--- config.mk ---
export PLATFORM = sky130hd
export DESIGN_NAME = dc_tag_compare
export DESIGN_NICKNAME = d
export VERILOG_FILES = /design/src/rtl/dc_pkg.sv /design/src/rtl/dc_req_fifo.sv /design/src/rtl/dc_tag_compare.sv
export SDC_FILE = /design/constraint.sdc
export NUM_CORES = 2
export LEC_CHECK = 0
export CAP_MARGIN = 20
export CORE_AREA = 2 2 734 736
export CTS_CLUSTER_DIAMETER = 50
export CTS_CLUSTER_SIZE = 8
export DETAILED_ROUTE_END_ITERATION = 6
export DIE_AREA = 0 0 736 738
export HOLD_SLACK_MARGIN = 0.08
export SLEW_MARGIN = 20
export SYNTH_ARGS = -nofsm -noshare
export SYNTH_HDL_FRONTEND = slang
export SYNTH_SLANG_ARGS = --single-unit
--- constraint.sdc ---
create_clock -name clk -period 4.6 [get_ports clk]
set_input_delay 0.92 -clock clk [delete_from_list [all_inputs] [get_ports clk]]
set_output_delay 0.92 -clock clk [all_outputs]
set_load 0.05 [all_outputs]
--- src/rtl/dc_pkg.sv ---
// ============================================================================
// Module : dc_pkg
// Brief  : Shared widths, bit-slice constants and types for the DRAM-cache
//          tag-check stage.
// Rev    : 1.0  initial release
// ============================================================================
`default_nettype none

package dc_pkg;

    localparam int ADDR_W    = 64;
    localparam int DATA_W    = 512;
    localparam int TAG_S     = 64;
    localparam int TAG_W     = 16;
    localparam int INDEX_W   = 10;
    localparam int ID_W      = 16;
    localparam int REQ_DEPTH = 4;

    localparam int TAG_MSB   = 63;
    localparam int TAG_LSB   = 48;
    localparam int INDEX_MSB = 47;
    localparam int INDEX_LSB = 38;

    localparam int META_VALID_BIT = 575;
    localparam int META_DIRTY_BIT = 574;
    localparam int META_TAG_MSB   = 573;
    localparam int META_TAG_LSB   = 558;
    localparam int META_RSVD_W    = TAG_S - 2 - TAG_W;

    typedef struct packed {
        logic [ID_W-1:0]   id;
        logic [ADDR_W-1:0] addr;
    } req_t;

    // Field order mirrors the bit layout of the metadata word, MSB first.
    typedef struct packed {
        logic                   valid;
        logic                   dirty;
        logic [TAG_W-1:0]       tag;
        logic [META_RSVD_W-1:0] rsvd;
    } meta_t;

    typedef enum logic [0:0] {
        OUT_EMPTY = 1'b0,
        OUT_FULL  = 1'b1
    } out_state_e;

    function automatic logic [TAG_W-1:0] addr_tag(input logic [ADDR_W-1:0] addr);
        return addr[TAG_MSB:TAG_LSB];
    endfunction

endpackage

`default_nettype wire

--- src/rtl/dc_req_fifo.sv ---
// ============================================================================
// Module : dc_req_fifo
// Brief  : Synchronous FIFO holding issued requests; accepts a push while
//          full when a pop happens in the same cycle.
// Rev    : 1.0  initial release
// ============================================================================
`default_nettype none

module dc_req_fifo #(
    parameter int DEPTH = 4,
    parameter int WIDTH = 80
) (
    input  logic             clk,
    input  logic             rst,
    input  logic             push_i,
    input  logic [WIDTH-1:0] wdata_i,
    input  logic             pop_i,
    output logic [WIDTH-1:0] rdata_o,
    output logic             full_o,
    output logic             empty_o
);

    localparam int PTR_W = (DEPTH > 1) ? $clog2(DEPTH) : 1;
    localparam int CNT_W = PTR_W + 1;
    localparam logic [CNT_W-1:0] FULL_CNT = CNT_W'(DEPTH);

    logic [WIDTH-1:0] mem_q [DEPTH];
    logic [PTR_W-1:0] wptr_q;
    logic [PTR_W-1:0] rptr_q;
    logic [CNT_W-1:0] cnt_q;
    logic             w_do_push;
    logic             w_do_pop;

    assign full_o    = (cnt_q == FULL_CNT);
    assign empty_o   = (cnt_q == '0);
    assign w_do_pop  = pop_i && !empty_o;
    assign w_do_push = push_i && (!full_o || w_do_pop);
    assign rdata_o   = mem_q[rptr_q];

    always_ff @(posedge clk) begin
        if (w_do_push) begin
            mem_q[wptr_q] <= wdata_i;
        end
    end

    always_ff @(posedge clk) begin
        if (rst) begin
            wptr_q <= '0;
            rptr_q <= '0;
            cnt_q  <= '0;
        end else begin
            if (w_do_push) begin
                wptr_q <= wptr_q + 1'b1;
            end
            if (w_do_pop) begin
                rptr_q <= rptr_q + 1'b1;
            end
            case ({w_do_push, w_do_pop})
                2'b10:   cnt_q <= cnt_q + 1'b1;
                2'b01:   cnt_q <= cnt_q - 1'b1;
                default: cnt_q <= cnt_q;
            endcase
        end
    end

endmodule

`default_nettype wire

--- src/rtl/dc_tag_compare.sv ---
// ============================================================================
// Module : dc_tag_compare
// Brief  : Pairs in-order memory responses with queued requests, compares
//          tags and routes the line to the hit or miss channel.
// Rev    : 1.0  initial release
// ============================================================================
`default_nettype none

module dc_tag_compare
    import dc_pkg::*;
(
    input  logic                    clk,
    input  logic                    rst,
    input  logic [ID_W-1:0]         req_id_i,
    input  logic [ADDR_W-1:0]       req_addr_i,
    input  logic                    req_valid_i,
    output logic                    req_ready_o,
    input  logic                    m_rid_i,
    input  logic [TAG_S+DATA_W-1:0] m_rdata_i,
    input  logic                    m_rvalid_i,
    output logic                    m_rready_o,
    output logic [ID_W-1:0]         hit_id_o,
    output logic [DATA_W-1:0]       hit_data_o,
    output logic                    hit_valid_o,
    input  logic                    hit_ready_i,
    output logic [ID_W-1:0]         miss_id_o,
    output logic [ADDR_W-1:0]       miss_addr_o,
    output logic [TAG_W-1:0]        miss_vtag_o,
    output logic                    miss_vdirty_o,
    output logic [DATA_W-1:0]       miss_vdata_o,
    output logic                    miss_valid_o,
    input  logic                    miss_ready_i,
    output logic [31:0]             hit_cnt_o,
    output logic [31:0]             miss_cnt_o
);

    logic [$bits(req_t)-1:0] w_head_raw;
    req_t                    w_head;
    meta_t                   w_meta;
    logic                    w_fifo_full;
    logic                    w_fifo_empty;
    logic                    w_accept;
    logic                    w_hit;
    logic                    w_out_fire;
    logic                    w_unused;

    out_state_e          state_q;
    logic                hit_valid_q;
    logic                miss_valid_q;
    logic [ID_W-1:0]     id_q;
    logic [ADDR_W-1:0]   addr_q;
    logic [TAG_W-1:0]    vtag_q;
    logic                vdirty_q;
    logic [DATA_W-1:0]   data_q;
    logic [31:0]         hit_cnt_q;
    logic [31:0]         hit_cnt_d;
    logic [31:0]         miss_cnt_q;
    logic [31:0]         miss_cnt_d;

    dc_req_fifo #(
        .DEPTH (REQ_DEPTH),
        .WIDTH ($bits(req_t))
    ) u_req_fifo (
        .clk     (clk),
        .rst     (rst),
        .push_i  (req_valid_i),
        .wdata_i ({req_id_i, req_addr_i}),
        .pop_i   (w_accept),
        .rdata_o (w_head_raw),
        .full_o  (w_fifo_full),
        .empty_o (w_fifo_empty)
    );

    assign w_head = req_t'(w_head_raw);
    assign w_meta = meta_t'(m_rdata_i[TAG_S+DATA_W-1:DATA_W]);

    // A held result may be replaced in the same cycle it leaves, giving one result per cycle.
    assign w_out_fire = (hit_valid_q && hit_ready_i) || (miss_valid_q && miss_ready_i);
    assign m_rready_o = !w_fifo_empty && ((state_q == OUT_EMPTY) || w_out_fire);
    assign w_accept   = m_rvalid_i && m_rready_o;
    assign w_hit      = w_meta.valid && (w_meta.tag == addr_tag(w_head.addr));

    assign req_ready_o = !w_fifo_full;

    assign w_unused = ^{m_rid_i, w_meta.rsvd};

    always_ff @(posedge clk) begin
        if (rst) begin
            state_q      <= OUT_EMPTY;
            hit_valid_q  <= 1'b0;
            miss_valid_q <= 1'b0;
            id_q         <= '0;
            addr_q       <= '0;
            vtag_q       <= '0;
            vdirty_q     <= 1'b0;
            data_q       <= '0;
        end else begin
            case (state_q)
                OUT_EMPTY: begin
                    if (w_accept) begin
                        state_q <= OUT_FULL;
                    end
                end
                OUT_FULL: begin
                    if (!w_accept && w_out_fire) begin
                        state_q      <= OUT_EMPTY;
                        hit_valid_q  <= 1'b0;
                        miss_valid_q <= 1'b0;
                    end
                end
                default: begin
                    state_q      <= OUT_EMPTY;
                    hit_valid_q  <= 1'b0;
                    miss_valid_q <= 1'b0;
                end
            endcase
            if (w_accept) begin
                hit_valid_q  <= w_hit;
                miss_valid_q <= !w_hit;
                id_q         <= w_head.id;
                addr_q       <= w_head.addr;
                vtag_q       <= w_meta.tag;
                vdirty_q     <= w_meta.valid && w_meta.dirty;
                data_q       <= m_rdata_i[DATA_W-1:0];
            end
        end
    end

    always_comb begin
        hit_cnt_d  = hit_cnt_q;
        miss_cnt_d = miss_cnt_q;
        if (hit_valid_q && hit_ready_i && (hit_cnt_q != 32'hFFFF_FFFF)) begin
            hit_cnt_d = hit_cnt_q + 32'd1;
        end
        if (miss_valid_q && miss_ready_i && (miss_cnt_q != 32'hFFFF_FFFF)) begin
            miss_cnt_d = miss_cnt_q + 32'd1;
        end
    end

    always_ff @(posedge clk) begin
        if (rst) begin
            hit_cnt_q  <= '0;
            miss_cnt_q <= '0;
        end else begin
            hit_cnt_q  <= hit_cnt_d;
            miss_cnt_q <= miss_cnt_d;
        end
    end

    assign hit_id_o      = id_q;
    assign hit_data_o    = data_q;
    assign hit_valid_o   = hit_valid_q;
    assign miss_id_o     = id_q;
    assign miss_addr_o   = addr_q;
    assign miss_vtag_o   = vtag_q;
    assign miss_vdirty_o = vdirty_q;
    assign miss_vdata_o  = data_q;
    assign miss_valid_o  = miss_valid_q;
    assign hit_cnt_o     = hit_cnt_q;
    assign miss_cnt_o    = miss_cnt_q;

endmodule

`default_nettype wire

==> flow_summary.toml <==
[route]
vias_per_cell = 2.91
wl_per_cell_um = 36.9
dr_wl_met2_um = 212000
wl_met1_um = 171000
vias = 37017
drt-initial-drc-count = 2811
top_layer_used = "met5"
firstDrtPassIters = 6
totalWireLength_um = 469000
drc = 0
ant_nets = 0
wl_met3_um = 65300

[sta]
fin_ws_ns = 0.517
fmax_ghz = 0.245
slew_viol_final = 0
period_share_pct = 88.8
setup_violations = 0
finalSetupTns_ns = 0
clock_skew_ns = 0.117
worst_pin_slew_ns = 1.30
maxSlewHeadroom_pct = 13.2
whs_ns = 0.451
rsz0062_at_grt = "false"
fin_crit_ns = 4.08
hold_viol = 0

[synthesis]
synth_nets = 4784
yosysWarnings = 0
synth.most_common_cell = "nand2_1"
synth-main-ff-cell = "dfxtp_1"
yosys-top-cells-area = "dfxtp_1, edfxtp_1, nand2_1, buf_4, a21oi_1"
synth_edf_count = 320
yosys.area.top_type = "dfxtp_1"
synth_top_area_share_pct = 34.0
synthCells = 4114
synth-seq-cells = 1005
synthDistinctLibCells = 58
yosysSeqAreaShare_pct = 57.8
avgSynthCellArea_um2 = 9.81
synth.top_cells.by_count = "nand2_1, dfxtp_1, a21oi_1, buf_4, edfxtp_1"
syn-cell-area_um2 = 40300
async_reset_ff_share_pct = 0

[place]
placed_cell_area_um2 = 62800
gp_congestion = 0.953
dp_hpwl_um = 420000
port_buffers = 1820
dp_cells = 12264
place_ws_ns = 0.699

[run_status]
status = "complete, no violations"

[floorplanning]
die_h_um = 738
dieArea_um2 = 543000
start_util_pct = 7.54
num_rows = 269
core_region_area_um2 = 535000
fp.dieW_um = 736
ioPinCount = 1868

[setup_path]
path_cells = "nand2_1, nand3_1, and2_1, clkdlybuf4s50_1"
crit_slowest_cell = "clkdlybuf4s50_1"
critPathBufInv = 1
cp_max_fo = 5
cp_top_family = "buffers and inverters"
cp_slowest_stage_delay_ns = 0.83
worstSetupPathType = "reg2out"
worstPathRequired_ns = 3.68
start_kind = "flop"
end_kind = "output pin"
arrival_ns = 3.16

[cts]
clk_pin_slew_ns = 0.05
clock_latency_ns = 0.94
cts_sinks = 1005
cts_resized = 0
clock_path_buffers = 4
cts_inserted_buffers = 185
clockRootBuffer = "clkbuf_16"
cts_tree = "yes"
post-cts-setup-buffer-count = 0
cts_max_level = 4
ctsHoldBuffers = 0

[flow_run]
cap_violations = 0

[final_layout]
final_nets = 6075
nFillCells = 60898
instances_no_fill = 12717
drive_gt1_share_pct = 10.2
syn2layout_area_growth_pct = 71.1
fin_area_um2 = 69000

[global_routing]
grt_pass1_vias = 34804
grt_max_degree = 107
grt_pass1_wl_um = 542000
antenna_found_initial = 290
overflow = 0
grt_usage_pct = 16.5

[power_and_ir_drop]
ir_worst_vdd_mv = 0.379
power_per_cell_area_nw_per_um2 = 626
leakagePower_uw = 0.0215

[hold_path]
hp-class = "reg2reg"
## placed cells by master (no fill, tap or decap), types with 5 or more instances in the layout
cell             synthesis  routed
or3_1                   27      27
mux2_4                   6       6
nor2_1                  40      40
nand2_1               1249    1249
clkinv_2                 0      12
clkinv_4                 0      15
mux2i_1                 13      13
clkinvlp_4               0       6
bufinv_16                0      12
buf_2                   15      55
and2_1                  10       6
o31ai_1                 18      18
mux2_2                   5       5
clkbuf_16                0     189
diode_2                  0     134
inv_1                   22      22
nor2b_1                  9       9
buf_12                   0      28
edfxtp_1               320     320
and4_1                   8       8
o21ai_0                 22      21
dfxtp_1                685     683
clkbuf_8                 0      11
nand3_1                 34      34
buf_4                  529     121
or4_1                   19      19
xnor2_1                 17      17
mux4_2                  76      76
nand4_1                 20      20
nor3_1                  10       9
clkbuf_1               220      65
clkdlybuf4s50_1          0    1670
xor2_1                   6       6
clkinv_16                0       5
a21oi_1                656     656
ha_1                     6       6
nor4_1                  14      14
## cells by family (layout without fill, tap and decap cells)
group           Yosys count  in the layout  synth area share, %
compound gates          726            726                 9.41
simple gates           1454           1454                 14.6
buf+inv                 795           2218                 12.4
flops                  1005           1005                 57.8
other cells               0            134                    0
mux                     104            104                 5.04
fa+ha+maj                 7              7                0.236
xor+xnor                 23             23                0.499
## sequential cells by signal (all words and copies together), names as in the netlist, 2 cells and up, named ones only
signal             count
hit_cnt_o             32
hit_data_o           512
hit_id_o              16
miss_addr_o           64
miss_cnt_o            32
miss_vtag_o           16
u_req_fifo.cnt_q       3
u_req_fifo.mem_q     320
u_req_fifo.rptr_q      2
u_req_fifo.wptr_q      2
## where the power goes
| part | leakage (uW) | internal [uW] | total (uW) | switching, uW |
|---|---|---|---|---|
| combinational | 0.0102 | 4450 | 18000 | 13500 |
| sequential | 0.00851 | 10400 | 11900 | 1470 |
| clock | 0.00285 | 8390 | 13300 | 4930 |
| total | 0.0215 | 23300 | 43200 | 20000 |
## metal layers
layer,GRT usage [%],vias to the layer above
met2,26.4,2092
met5,0,-
met4,5.98,168
met1,17.6,17804
met3,10.3,821
li1,-,16132
## stage by stage
| stage | util (%) | total power, uW |
|---|---|---|
| floorplan | - | 21500 |
| global placement | 11.7 | 30500 |
| detailed placement | 11.7 | 30500 |
| CTS | 12.8 | 44100 |
| global route | 12.9 | 44900 |
| finish | 12.9 | 43200 |
## layout make-up
| cell class | instances | area (um^2) | area share [%] |
|---|---|---|---|
| flip-flops and latches | 1005 | 23300 | 33.8 |
| repair buffers | 1877 | 18500 | 26.8 |
| multi-input cells | 2314 | 12000 | 17.4 |
| well taps | 7046 | 8820 | 12.8 |
| clock buffers | 265 | 5120 | 7.42 |
| clock inverters | 54 | 805 | 1.17 |
| diodes | 134 | 335 | 0.486 |
| inverters | 22 | 82.6 | 0.120 |
## tightest hold or removal path, cell delays in order, from the launching register on
cell and delay (ns):
dfxtp_1 0.30, nand2_1 0.05, a21oi_1 0.05
## path summary, 6_finish.rpt
kind / start / endpoint / slack [ns] / cells after the start
max reg2reg: hit_valid_o / u_req_fifo.mem_q[1][35] / 1.44 / 5
min: miss_addr_o[62] / miss_addr_o[62] / 0.45 / 2
min reg2reg: miss_addr_o[62] / miss_addr_o[62] / 0.45 / 2
max: hit_valid_o / m_rready_o / 0.52 / 4
Note: power is estimated with default switching activity, not from simulation.
